===== src/rtl/bit_serial_pkg.sv =====
// Shared types and width limits for the bit-serial adder.
package bit_serial_pkg;

    typedef enum logic [1:0] {
        IDLE = 2'd0,
        RUN  = 2'd1,
        DONE = 2'd2
    } state_t;

    localparam int MIN_WIDTH = 2;
    localparam int MAX_WIDTH = 32;

    // True when an operand width can be handled by the serial datapath.
    function automatic bit width_legal(input int w);
        return (w >= MIN_WIDTH) && (w <= MAX_WIDTH);
    endfunction

endpackage


===== src/rtl/sum_bit_cell.sv =====
// Combinational 1-bit full adder; the only arithmetic cell in the serial adder.
module sum_bit_cell (
    input  logic a,
    input  logic b,
    input  logic cin,
    output logic sum,
    output logic carryout
);

    assign sum      = a ^ b ^ cin;
    assign carryout = (a & b) | (a & cin) | (b & cin);

endmodule


===== src/rtl/bit_serial_adder.sv =====
// Bit-serial adder: one operand bit per clock through a single full-adder cell,
// LSB first, with the carry held in a register between cycles.
module bit_serial_adder
    import bit_serial_pkg::*;
#(
    parameter int WIDTH = 8
) (
    input  logic             clk,
    input  logic             rst_n,
    input  logic             in_valid,
    output logic             in_ready,
    input  logic [WIDTH-1:0] a,
    input  logic [WIDTH-1:0] b,
    input  logic             cin,
    output logic             out_valid,
    input  logic             out_ready,
    output logic [WIDTH-1:0] sum,
    output logic             cout,
    output logic             ovf,
    output logic             busy
);

    generate
        if (!width_legal(WIDTH)) begin : g_bad_width
            $error("bit_serial_adder: WIDTH must be in 2..32");
        end
    endgenerate

    localparam int             CNT_W    = $clog2(WIDTH);
    localparam logic [CNT_W-1:0] CNT_LAST = CNT_W'(WIDTH - 1);
    localparam logic [CNT_W-1:0] CNT_MSB  = CNT_W'(WIDTH - 2);

    state_t           state_q;
    state_t           state_d;
    logic [WIDTH-1:0] a_sh;
    logic [WIDTH-1:0] b_sh;
    logic [WIDTH-1:0] sum_sh;
    logic [CNT_W-1:0] cnt_q;
    logic             carry_q;
    logic             msb_carry_q;
    logic             cout_q;
    logic             ovf_q;
    logic             cell_s;
    logic             cell_c;

    sum_bit_cell u_cell (
        .a        (a_sh[0]),
        .b        (b_sh[0]),
        .cin      (carry_q),
        .sum      (cell_s),
        .carryout (cell_c)
    );

    // State register.
    always_ff @(posedge clk or negedge rst_n) begin
        if (!rst_n) begin
            state_q <= IDLE;
        end else begin
            state_q <= state_d;
        end
    end

    // Next-state logic: accept in IDLE, WIDTH cycles of RUN, hold in DONE until consumed.
    always_comb begin
        state_d = state_q;
        unique case (state_q)
            IDLE:    if (in_valid)            state_d = RUN;
            RUN:     if (cnt_q == CNT_LAST)   state_d = DONE;
            DONE:    if (out_ready)           state_d = IDLE;
            default:                          state_d = IDLE;
        endcase
    end

    // Serial datapath: operands shift out LSB first, sum bits enter at the MSB.
    always_ff @(posedge clk or negedge rst_n) begin
        if (!rst_n) begin
            a_sh        <= '0;
            b_sh        <= '0;
            sum_sh      <= '0;
            cnt_q       <= '0;
            carry_q     <= 1'b0;
            msb_carry_q <= 1'b0;
            cout_q      <= 1'b0;
            ovf_q       <= 1'b0;
        end else begin
            if (state_q == IDLE && in_valid) begin
                a_sh    <= a;
                b_sh    <= b;
                carry_q <= cin;
                cnt_q   <= '0;
                sum_sh  <= '0;
            end else if (state_q == RUN) begin
                sum_sh  <= {cell_s, sum_sh[WIDTH-1:1]};
                a_sh    <= a_sh >> 1;
                b_sh    <= b_sh >> 1;
                carry_q <= cell_c;
                // The cell's carry on the second-to-last bit is the carry into the MSB.
                if (cnt_q == CNT_MSB) begin
                    msb_carry_q <= cell_c;
                end
                if (cnt_q == CNT_LAST) begin
                    cout_q <= cell_c;
                    ovf_q  <= cell_c ^ msb_carry_q;
                end else begin
                    cnt_q <= cnt_q + 1'b1;
                end
            end
        end
    end

    assign in_ready  = (state_q == IDLE);
    assign out_valid = (state_q == DONE);
    assign busy      = (state_q == RUN);
    assign sum       = sum_sh;
    assign cout      = cout_q;
    assign ovf       = ovf_q;

endmodule


===== config.mk =====
export PLATFORM = sky130hd
export DESIGN_NAME = bit_serial_adder
export DESIGN_NICKNAME = d
export VERILOG_FILES = /design/src/rtl/bit_serial_pkg.sv /design/src/rtl/sum_bit_cell.sv /design/src/rtl/bit_serial_adder.sv
export SDC_FILE = /design/constraint.sdc
export NUM_CORES = 1
export LEC_CHECK = 0
export CAP_MARGIN = 20
export CORE_MARGIN = 10
export CORE_UTILIZATION = 52
export DETAILED_ROUTE_END_ITERATION = 12
export GPL_ROUTABILITY_DRIVEN = 0
export PLACE_DENSITY = 0.82
export SLEW_MARGIN = 25
export SYNTH_ARGS = -nofsm -noshare
export SYNTH_HDL_FRONTEND = slang
export SYNTH_SLANG_ARGS = --single-unit

===== constraint.sdc =====
create_clock -name clk -period 2.65 [get_ports clk]
set_input_delay 0.53 -clock clk [delete_from_list [all_inputs] [get_ports clk]]
set_output_delay 0.53 -clock clk [all_outputs]
set_load 0.005 [all_outputs]

== Word level (Yosys, flattened, before mapping) ==
Index checks and enable logic that the tools add are counted.

* Flip-flop bits (word level): 33
* Input bits: 21

* Add/subtract/negate cells: 1
* Eq/ne operators: 8
* Multiplexer cells: 15
* Bitwise operators: 9
* Reduce and logical (&&, ||, !) cells: 7

{| class="wikitable"
|+ Operator list
! cell !! count
|-
| $mux W8 || 6
|-
| $mux W3 || 3
|-
| $reduce_and A3 Y1 || 3
|-
| $eq A3 B3 Y1 const B || 2
|-
| $mux W2 || 3
|-
| $pmux W2 S3 || 1
|-
| $ne A2 B1 Y1 const B || 2
|-
| $ne A2 B2 Y1 const B || 2
|-
| $add A3 B1 Y3 const B || 1
|-
| $and A1 B1 Y1 || 3
|-
| $xor A1 B1 Y1 || 3
|-
| $eq A2 B1 Y1 const B || 1
|-
| $eq A2 B2 Y1 const B || 1
|-
| $logic_not A2 Y1 || 1
|-
| $mux W1 || 2
|-
| $or A1 B1 Y1 || 2
|-
| $reduce_and A2 Y1 || 1
|-
| $reduce_bool A2 Y1 || 1
|-
| $logic_and A1 B1 Y1 || 1
|-
| $not A1 Y1 || 1
|}

== Logic depth before layout (Yosys ltp) ==
Gate-level depths: netlist (run 1).

* Depth after elaboration: 5
* Mapped depth: 6
* Mapped depth without buffers: 5

== Cells and area by module ==
A second synthesis (run 1) with hierarchy kept.

* Cells, all modules: 119
* Area, all modules: 1590.3 um2

{| class="wikitable"
|+ Modules (own cells, without submodules)
! module !! times used !! cells an instance !! area an instance (um2) !! sequential area each (um2)
|-
| bit_serial_adder || 1 || 118 || 1570.3 || 825.8
|-
| sum_bit_cell || 1 || 1 || 20.0 || 0.0
|}

== Worst setup path before layout (run 1) ==
No wires, ideal clock.

* Path kind: register to output
* From: register state_q[1]
* To: output out_valid
* Data arrival time: 0.930 ns
* Path slack: 1.190 ns
* Stages on the path, launching flop included: 5
* Buffers on the path: 2
* Cells stage by stage: dfrtp_1 buf_4 clkinv_1 buf_2 nor2_1

* Word-level cells in the longest chain between the ends: 1

{| class="wikitable"
|+ Ends and longest elaborated chain
! what !! line !! RTL
|-
| start, declared || bit_serial_adder.sv:33 || <nowiki>state_t state_q;</nowiki>
|-
| start signal, assigned || bit_serial_adder.sv:59 || <nowiki>state_q <= state_d;</nowiki>
|-
| $eq A2 B2 Y1 || bit_serial_adder.sv:112 || <nowiki>assign out_valid = (state_q == DONE);</nowiki>
|-
| end, declared || bit_serial_adder.sv:15 || <nowiki>output logic out_valid,</nowiki>
|}

Every way passes these cells.

== Worst setup path after layout (run 1) ==
* From: register state_q[1]
* To: output busy

* Word-level cells in the longest chain between the ends: 1

{| class="wikitable"
|+ Ends and longest elaborated chain
! what !! line !! RTL
|-
| $eq A2 B1 Y1 || bit_serial_adder.sv:113 || <nowiki>assign busy = (state_q == RUN);</nowiki>
|-
| end, declared || bit_serial_adder.sv:20 || <nowiki>output logic busy</nowiki>
|}

Every way passes these cells.

==> results of run 1 <==
## layer usage
metal  GRT usage, %  vias to the layer above
li1               -                      570
met1           14.3                      577
met2           21.3                       48
met3           5.58                       11
met4           7.38                        0
met5              0                        -
## Yosys cell counts, drive strengths merged, types with 2 or more instances
cell type / instances
nor2: 17
a21oi: 16
o21ai: 5
o22ai: 15
buf: 9
a22o: 7
nand2: 5
dfrtp: 33
nor3: 5
a32o: 2
nor4b: 2
ha: 3
inv: 6
nand2b: 2
## state kept, by name, indices dropped and copies added (netlist names)
register     cells
cnt_q            3
ovf              1
carry_q          1
msb_carry_q      1
a_sh             8
state_q          2
sum              8
b_sh             8
cout             1
## cell families (layout without fill, tap and decap cells)
group                      after synthesis  count (layout)  synth area share (%)
adders and majority gates                4               4                  3.94
xor gates and xnor gates                 1               1                 0.599
DFF                                     33              33                  56.5
and+or+nand+nor                         33              33                  10.4
AOI/OAI and AO/OA                       52              52                  23.2
buffers and inverters                   16              50                  5.39
## layout make-up
type / instances / area, um2 / share of cell area, %
timing repair buffer: 35 / 345 / 18.7
sequential: 33 / 826 / 44.8
tap: 31 / 38.8 / 2.10
clock inverter: 2 / 10.0 / 0.543
clock buffer: 6 / 41.3 / 2.24
multi-input combinational: 90 / 557 / 30.2
inverter: 7 / 26.3 / 1.42
## per-stage QoR
| step | utilization, % | std cells | setup WS (ns) | power, mW | area, um2 |
|---|---|---|---|---|---|
| 2_1_floorplan | - | 139 | 1.19 | 1.45 | 1460 |
| 3_3_place_gp | 66.2 | 196 | 0.606 | 1.74 | 1790 |
| 3_5_place_dp | 66.2 | 196 | 0.538 | 1.78 | 1790 |
| 4_1_cts | 68.1 | 204 | 0.142 | 2.05 | 1840 |
| 5_1_grt | 68.1 | 204 | 0.0454 | 2.20 | 1840 |
| 6_report | 68.1 | 204 | 0.145 | 2.03 | 1840 |
## worst paths after layout
kind                                        startpoint                  end  slack [ns]  cells past startpoint
worst max-delay path            state_q[1]$_DFFE_PN0P_                 busy        0.14                      3
worst min-delay path                   ovf$_DFFE_PN0P_      ovf$_DFFE_PN0P_        0.48                      2
worst max register to register  state_q[0]$_DFFE_PN0P_  a_sh[1]$_DFFE_PN0P_        1.19                      3
worst min register to register         ovf$_DFFE_PN0P_      ovf$_DFFE_PN0P_        0.48                      2
max in group asynchronous                        rst_n  b_sh[2]$_DFFE_PN0P_        1.77                      2
min in group asynchronous                        rst_n  b_sh[0]$_DFFE_PN0P_        0.57                      2
## power by group
group	switching [mW]	total [mW]	internal (mW)
registers	0.173	0.906	0.733
logic	0.397	0.855	0.458
clock network	0.171	0.272	0.101
total	0.741	2.03	1.29
## worst reg2reg max path, cell delays in order, from the launching register on
cell	delay (ns)
dfrtp_1	0.57
nand2b_1	0.47
o22ai_1	0.17
a21oi_1	0.18
==> key figures, run 1 <==
Route
  – Metal3 WL: 298 um
  – Via count: 1206
  – Met1 wire length: 1340 um
  – Metal2 WL: 1580 um
  – TritonRoute pass-1 iters: 5
  – Drt via density: 5.91
  – Top sig layer: met4
  – Drt first-iter violations: 88
  – Routed len/inst: 16.4 um
  – WL final: 3340 um
  – DRC: 0
  – Antenna Nets Post-Route: 0

Floorplanning
  – I/O pins: 34
  – Core footprint: 2710 um2
  – FP Rows: 19
  – Die Height: 73.0 um
  – DIE WIDTH: 73.0 um
  – Die area: 5330 um2
  – Starting Density: 53.9%

Cells and area
  – # diodes: 0
  – Share of layout cells above drive strength 1: 6.94%
  – Most frequent cells in the layout: dfrtp_1, clkdlybuf4s50_1, nor2_1, a21oi_1, o22ai_1
  – # fillers: 226
  – Area Growth Syn to Fin: 26.2%
  – Fin nets: 197

Clock tree
  – Post-CTS sizing: 0
  – Worst-skew pair later-pin latency: 0.34 ns
  – Clk root buf: clkbuf_4
  – Clock transition at path regs: 0.10 ns
  – Post-CTS Setup Inserts: 0
  – CTS Buffer Depth: 2
  – TritonCTS Sinks: 33
  – CTS Buf Count: 5
  – CTS tree: yes
  – CTS Hold Bufs: 0
  – Htree depth: 2

STA
  – Fin crit share: 94.5%
  – Max frequency: 399 MHz
  – Worst-margin pin slew: 0.541 ns
  – Slew Limit Fails: 0
  – TNS Setup: 0 ns
  – WHS: 0.484 ns
  – Minimum clock period: 2.51 ns
  – Max_slew headroom: 63.9%
  – Clock Skew: 0.00688 ns
  – RSZ-0062 raised after global routing: false
  – Final setup violating endpoints: 0
  – Endpoints failing hold: 0

Logic synthesis
  – Register area share after synthesis: 56.5%
  – Number of synthesized flops with an enable pin: 0
  – Synthesized area per cell: 10.5 um2
  – Cells after synthesis: 139
  – Synth area leader: dfrtp_1
  – Unique masters post-synth: 27
  – Synthesized flop and latch total: 33
  – Syn Nets: 164
  – Ys Warns: 0
  – Share of the synthesized area in the top cell type: 56.5%
  – Area contributors post-synth: dfrtp_1, o22ai_1, a21oi_1, nor2_1, a22o_1
  – Main synth FF type: dfrtp_1
  – Mapped cell area: 1460 um2
  – Post-synth ARST share: 100%

Worst setup path
  – Family with the most delay on the worst path: buffers and inverters
  – Arrival time worst endpoint: 1.98 ns
  – Worst endpoint required time: 2.12 ns
  – Crit path cell chain: nand2b_1, inv_1, clkdlybuf4s50_1
  – Crit path max fanout: 12
  – Crit Path Category: reg2out
  – Worst path slowest cell: clkdlybuf4s50_1
  – CP Capture Type: output port
  – Buf/Inv on CP: 2
  – Slowest stage delay, CP: 0.58 ns
  – CP Launch Type: register

GRT
  – GRT Overall Usage: 13.3%
  – Grt ovf: 0
  – Vias in the first global route: 1275
  – Initial antenna violation count: 0
  – First-pass GRT wire length: 5640 um
  – Largest net degree at the start of global routing: 34

Hold path
  – Hold crit path type: reg2reg

Power
  – Lkg Pwr: 0.801 nW
  – Pwr dens: 1100 nW/um2
  – Worst vdd ir: 0.734 mV

Place
  – Port Buffer Count: 33
  – Detailed placement HPWL: 2460 um

Run
  – # Max-Cap Violations: 0

Status
  – Status: complete, no violations
Note: power is estimated with default switching activity, not from simulation.
==> run 2, diff against run 1 <==
- CORE_UTILIZATION: 52 -> 44
- PLACE_DENSITY: 0.82 -> 0.74
- clock period: 2.65 -> 2.2 ns (I/O delays scaled with it)
==> run 2 against run 1 <==
Net effect:
- core utilization decreased by 8.2 points
- final area grew 1.6%
- register-to-register slack got worse by 0.38 ns
- sequential power rose by 21%
- clock power rose by 24%
- power is 21% higher
- worst setup slack got worse by 0.073 ns
- clock-buffer cell count grew 1
- global-route usage down 1.7 points
- critical path type unchanged
- critical endpoint unchanged
- largest cell class unchanged
- largest power group unchanged
==> key figures, run 2 (same netlist as run 1, synthesis figures left out) <==
Worst setup path
  – Crit Path Category: reg2out (unchanged)
  – CP Launch Type: register (unchanged)
  – CP Capture Type: output port (unchanged)
  – Arrival time worst endpoint: 1.69 ns (was 1.98 ns)
  – Worst endpoint required time: 1.76 ns (was 2.12 ns)
  – Crit path max fanout: 12 (unchanged)

Route
  – WL final: 3230 um (was 3340 um)
  – DRC: 0 (unchanged)
  – Antenna Nets Post-Route: 0 (unchanged)
  – Via count: 1181 (was 1206)
  – Drt via density: 5.44 (was 5.91)
  – Drt first-iter violations: 56 (was 88)
  – TritonRoute pass-1 iters: 4 (was 5)
  – Routed len/inst: 14.9 um (was 16.4 um)

Cells and area
  – Multi-input gate area: 557 um2 (unchanged)
  – Most common cell after layout, fill and taps aside: clkdlybuf4s50_1
  – # diodes: 0 (unchanged)
  – Fin nets: 198 (was 197)
  – Share of layout cells above drive strength 1: 7.51% (was 6.94%)
  – # fillers: 292 (was 226)
  – Most frequent cells in the layout: clkdlybuf4s50_1, dfrtp_1, nor2_1, a21oi_1, o22ai_1 (was dfrtp_1, clkdlybuf4s50_1, nor2_1, a21oi_1, o22ai_1)
  – Area Growth Syn to Fin: 28.2% (was 26.2%)
  – FF+latch area: 827 um2 (was 826 um2)

STA
  – Final setup margin: 0.0718 ns (was 0.145 ns)
  – Slew Limit Fails: 0 (unchanged)
  – Final setup violating endpoints: 0 (unchanged)
  – TNS Setup: 0 ns (unchanged)
  – Endpoints failing hold: 0 (unchanged)
  – RSZ-0062 raised after global routing: false (unchanged)
  – Max_slew headroom: 64.7% (was 63.9%)
  – Fin crit share: 96.7%
  – Clock Skew: 0.00493 ns (was 0.00688 ns)
  – Max frequency: 470 MHz
  – Minimum clock period: 2.13 ns
  – Worst-margin pin slew: 0.530 ns (was 0.541 ns)

Clock tree
  – Clk root buf: clkbuf_4 (unchanged)
  – TritonCTS Sinks: 33 (unchanged)
  – CTS tree: yes (unchanged)
  – Htree depth: 2 (unchanged)
  – Worst-skew pair later-pin latency: 0.33 ns (was 0.34 ns)
  – CTS Buf Count: 5 (unchanged)
  – Clock transition at path regs: 0.09 ns (was 0.10 ns)
  – CTS Buffer Depth: 2 (unchanged)

Floorplanning
  – Die area: 6030 um2 (was 5330 um2)
  – DIE WIDTH: 77.6 um (was 73.0 um)
  – Die Height: 77.6 um (was 73.0 um)
  – I/O pins: 34 (unchanged)
  – Core footprint: 3130 um2 (was 2710 um2)
  – Starting Density: 46.7% (was 53.9%)
  – FP Rows: 20 (was 19)

Place
  – Port Buffer Count: 33 (unchanged)
  – Post-place setup slack: 0.361 ns (was 0.538 ns)
  – Detailed placement HPWL: 2400 um (was 2460 um)

Status
  – Status: complete, no violations (unchanged)

GRT
  – Grt ovf: 0 (unchanged)
  – Vias in the first global route: 1266 (was 1275)
  – Initial antenna violation count: 0 (unchanged)
  – Largest net degree at the start of global routing: 34 (unchanged)
  – GRT Overall Usage: 11.6% (was 13.3%)
  – First-pass GRT wire length: 5740 um (was 5640 um)

Power
  – Lkg Pwr: 0.804 nW (was 0.801 nW)
  – Worst vdd ir: 0.568 mV (was 0.734 mV)
  – Pwr dens: 1320 nW/um2 (was 1100 nW/um2)

Run
  – # Max-Cap Violations: 0 (unchanged)

Hold path
  – Hold crit path type: reg2reg (unchanged)
==> run 2: changes by cell type in the layout (fill, tap and decap cells not counted), sizes merged <==
cell,delta
buf,+1
clkinv,-2
clkbuf,+1
==> run 2: cell type report <==
cell class	count	area share, %
Multi-Input combinational cell	90	29.7
Clock buffer	7	2.94
Sequential cell	33	44.2
Timing Repair Buffer	36	18.8
Inverter	7	1.40
Tap cell	44	2.94
==> run 2: path summary, 6_finish.rpt <==
check                                            start                      to  slack, ns  cells past startpoint
worst min register to register         ovf$_DFFE_PN0P_         ovf$_DFFE_PN0P_       0.49                      2
worst min-delay path                   ovf$_DFFE_PN0P_         ovf$_DFFE_PN0P_       0.49                      2
worst max register to register    cnt_q[0]$_DFFE_PN0P_         ovf$_DFFE_PN0P_       0.81                      5
worst max-delay path            state_q[1]$_DFFE_PN0P_                    busy       0.07                      3
min in group asynchronous                        rst_n        cout$_DFFE_PN0P_       0.50                      2
max in group asynchronous                        rst_n  state_q[0]$_DFFE_PN0P_       1.39                      2
==> run 2: per-stage QoR <==
stage	std cells	cell area (um2)	utilization [%]	hold WS, ns	power [mW]
after floorplan	139	1460	-	0.144	1.74
after global placement	210	1820	58.1	0.465	2.11
after detailed placement	210	1820	58.1	0.473	2.16
after CTS	217	1870	59.8	0.494	2.50
after global routing	217	1870	59.9	0.524	2.71
final	217	1870	59.9	0.486	2.47
==> run 2: timing repair <==
item / 4_1_cts / 5_1_grt
gates resized for setup: 0 / 1
hold endpoints to repair: 0 / 0
setup endpoints to repair: 0 / 1
hold buffers: 0 / 0
setup buffers: 0 / 0
==> run 2: per-layer routing <==
metal	vias to the layer above	share of wire [%]	track usage [%]	wire length [um]
met5	-	0	0	0
met4	0	2.1	5.47	68
met3	9	7.8	5.76	252
met2	38	45	17.3	1460
met1	565	45	13.5	1450
li1	569	-	-	-
==> run 2: critical path: stages (launching register included) <==
cell             delay (ns)
dfrtp_1                0.51
nand2b_1               0.25
inv_1                  0.10
clkdlybuf4s50_1        0.51
==> run 2: power by group <==
group	switching, mW	leakage [nW]	total, mW	internal, mW
registers	0.211	0.401	1.10	0.885
logic	0.472	0.372	1.03	0.561
clock network	0.186	0.0314	0.336	0.151
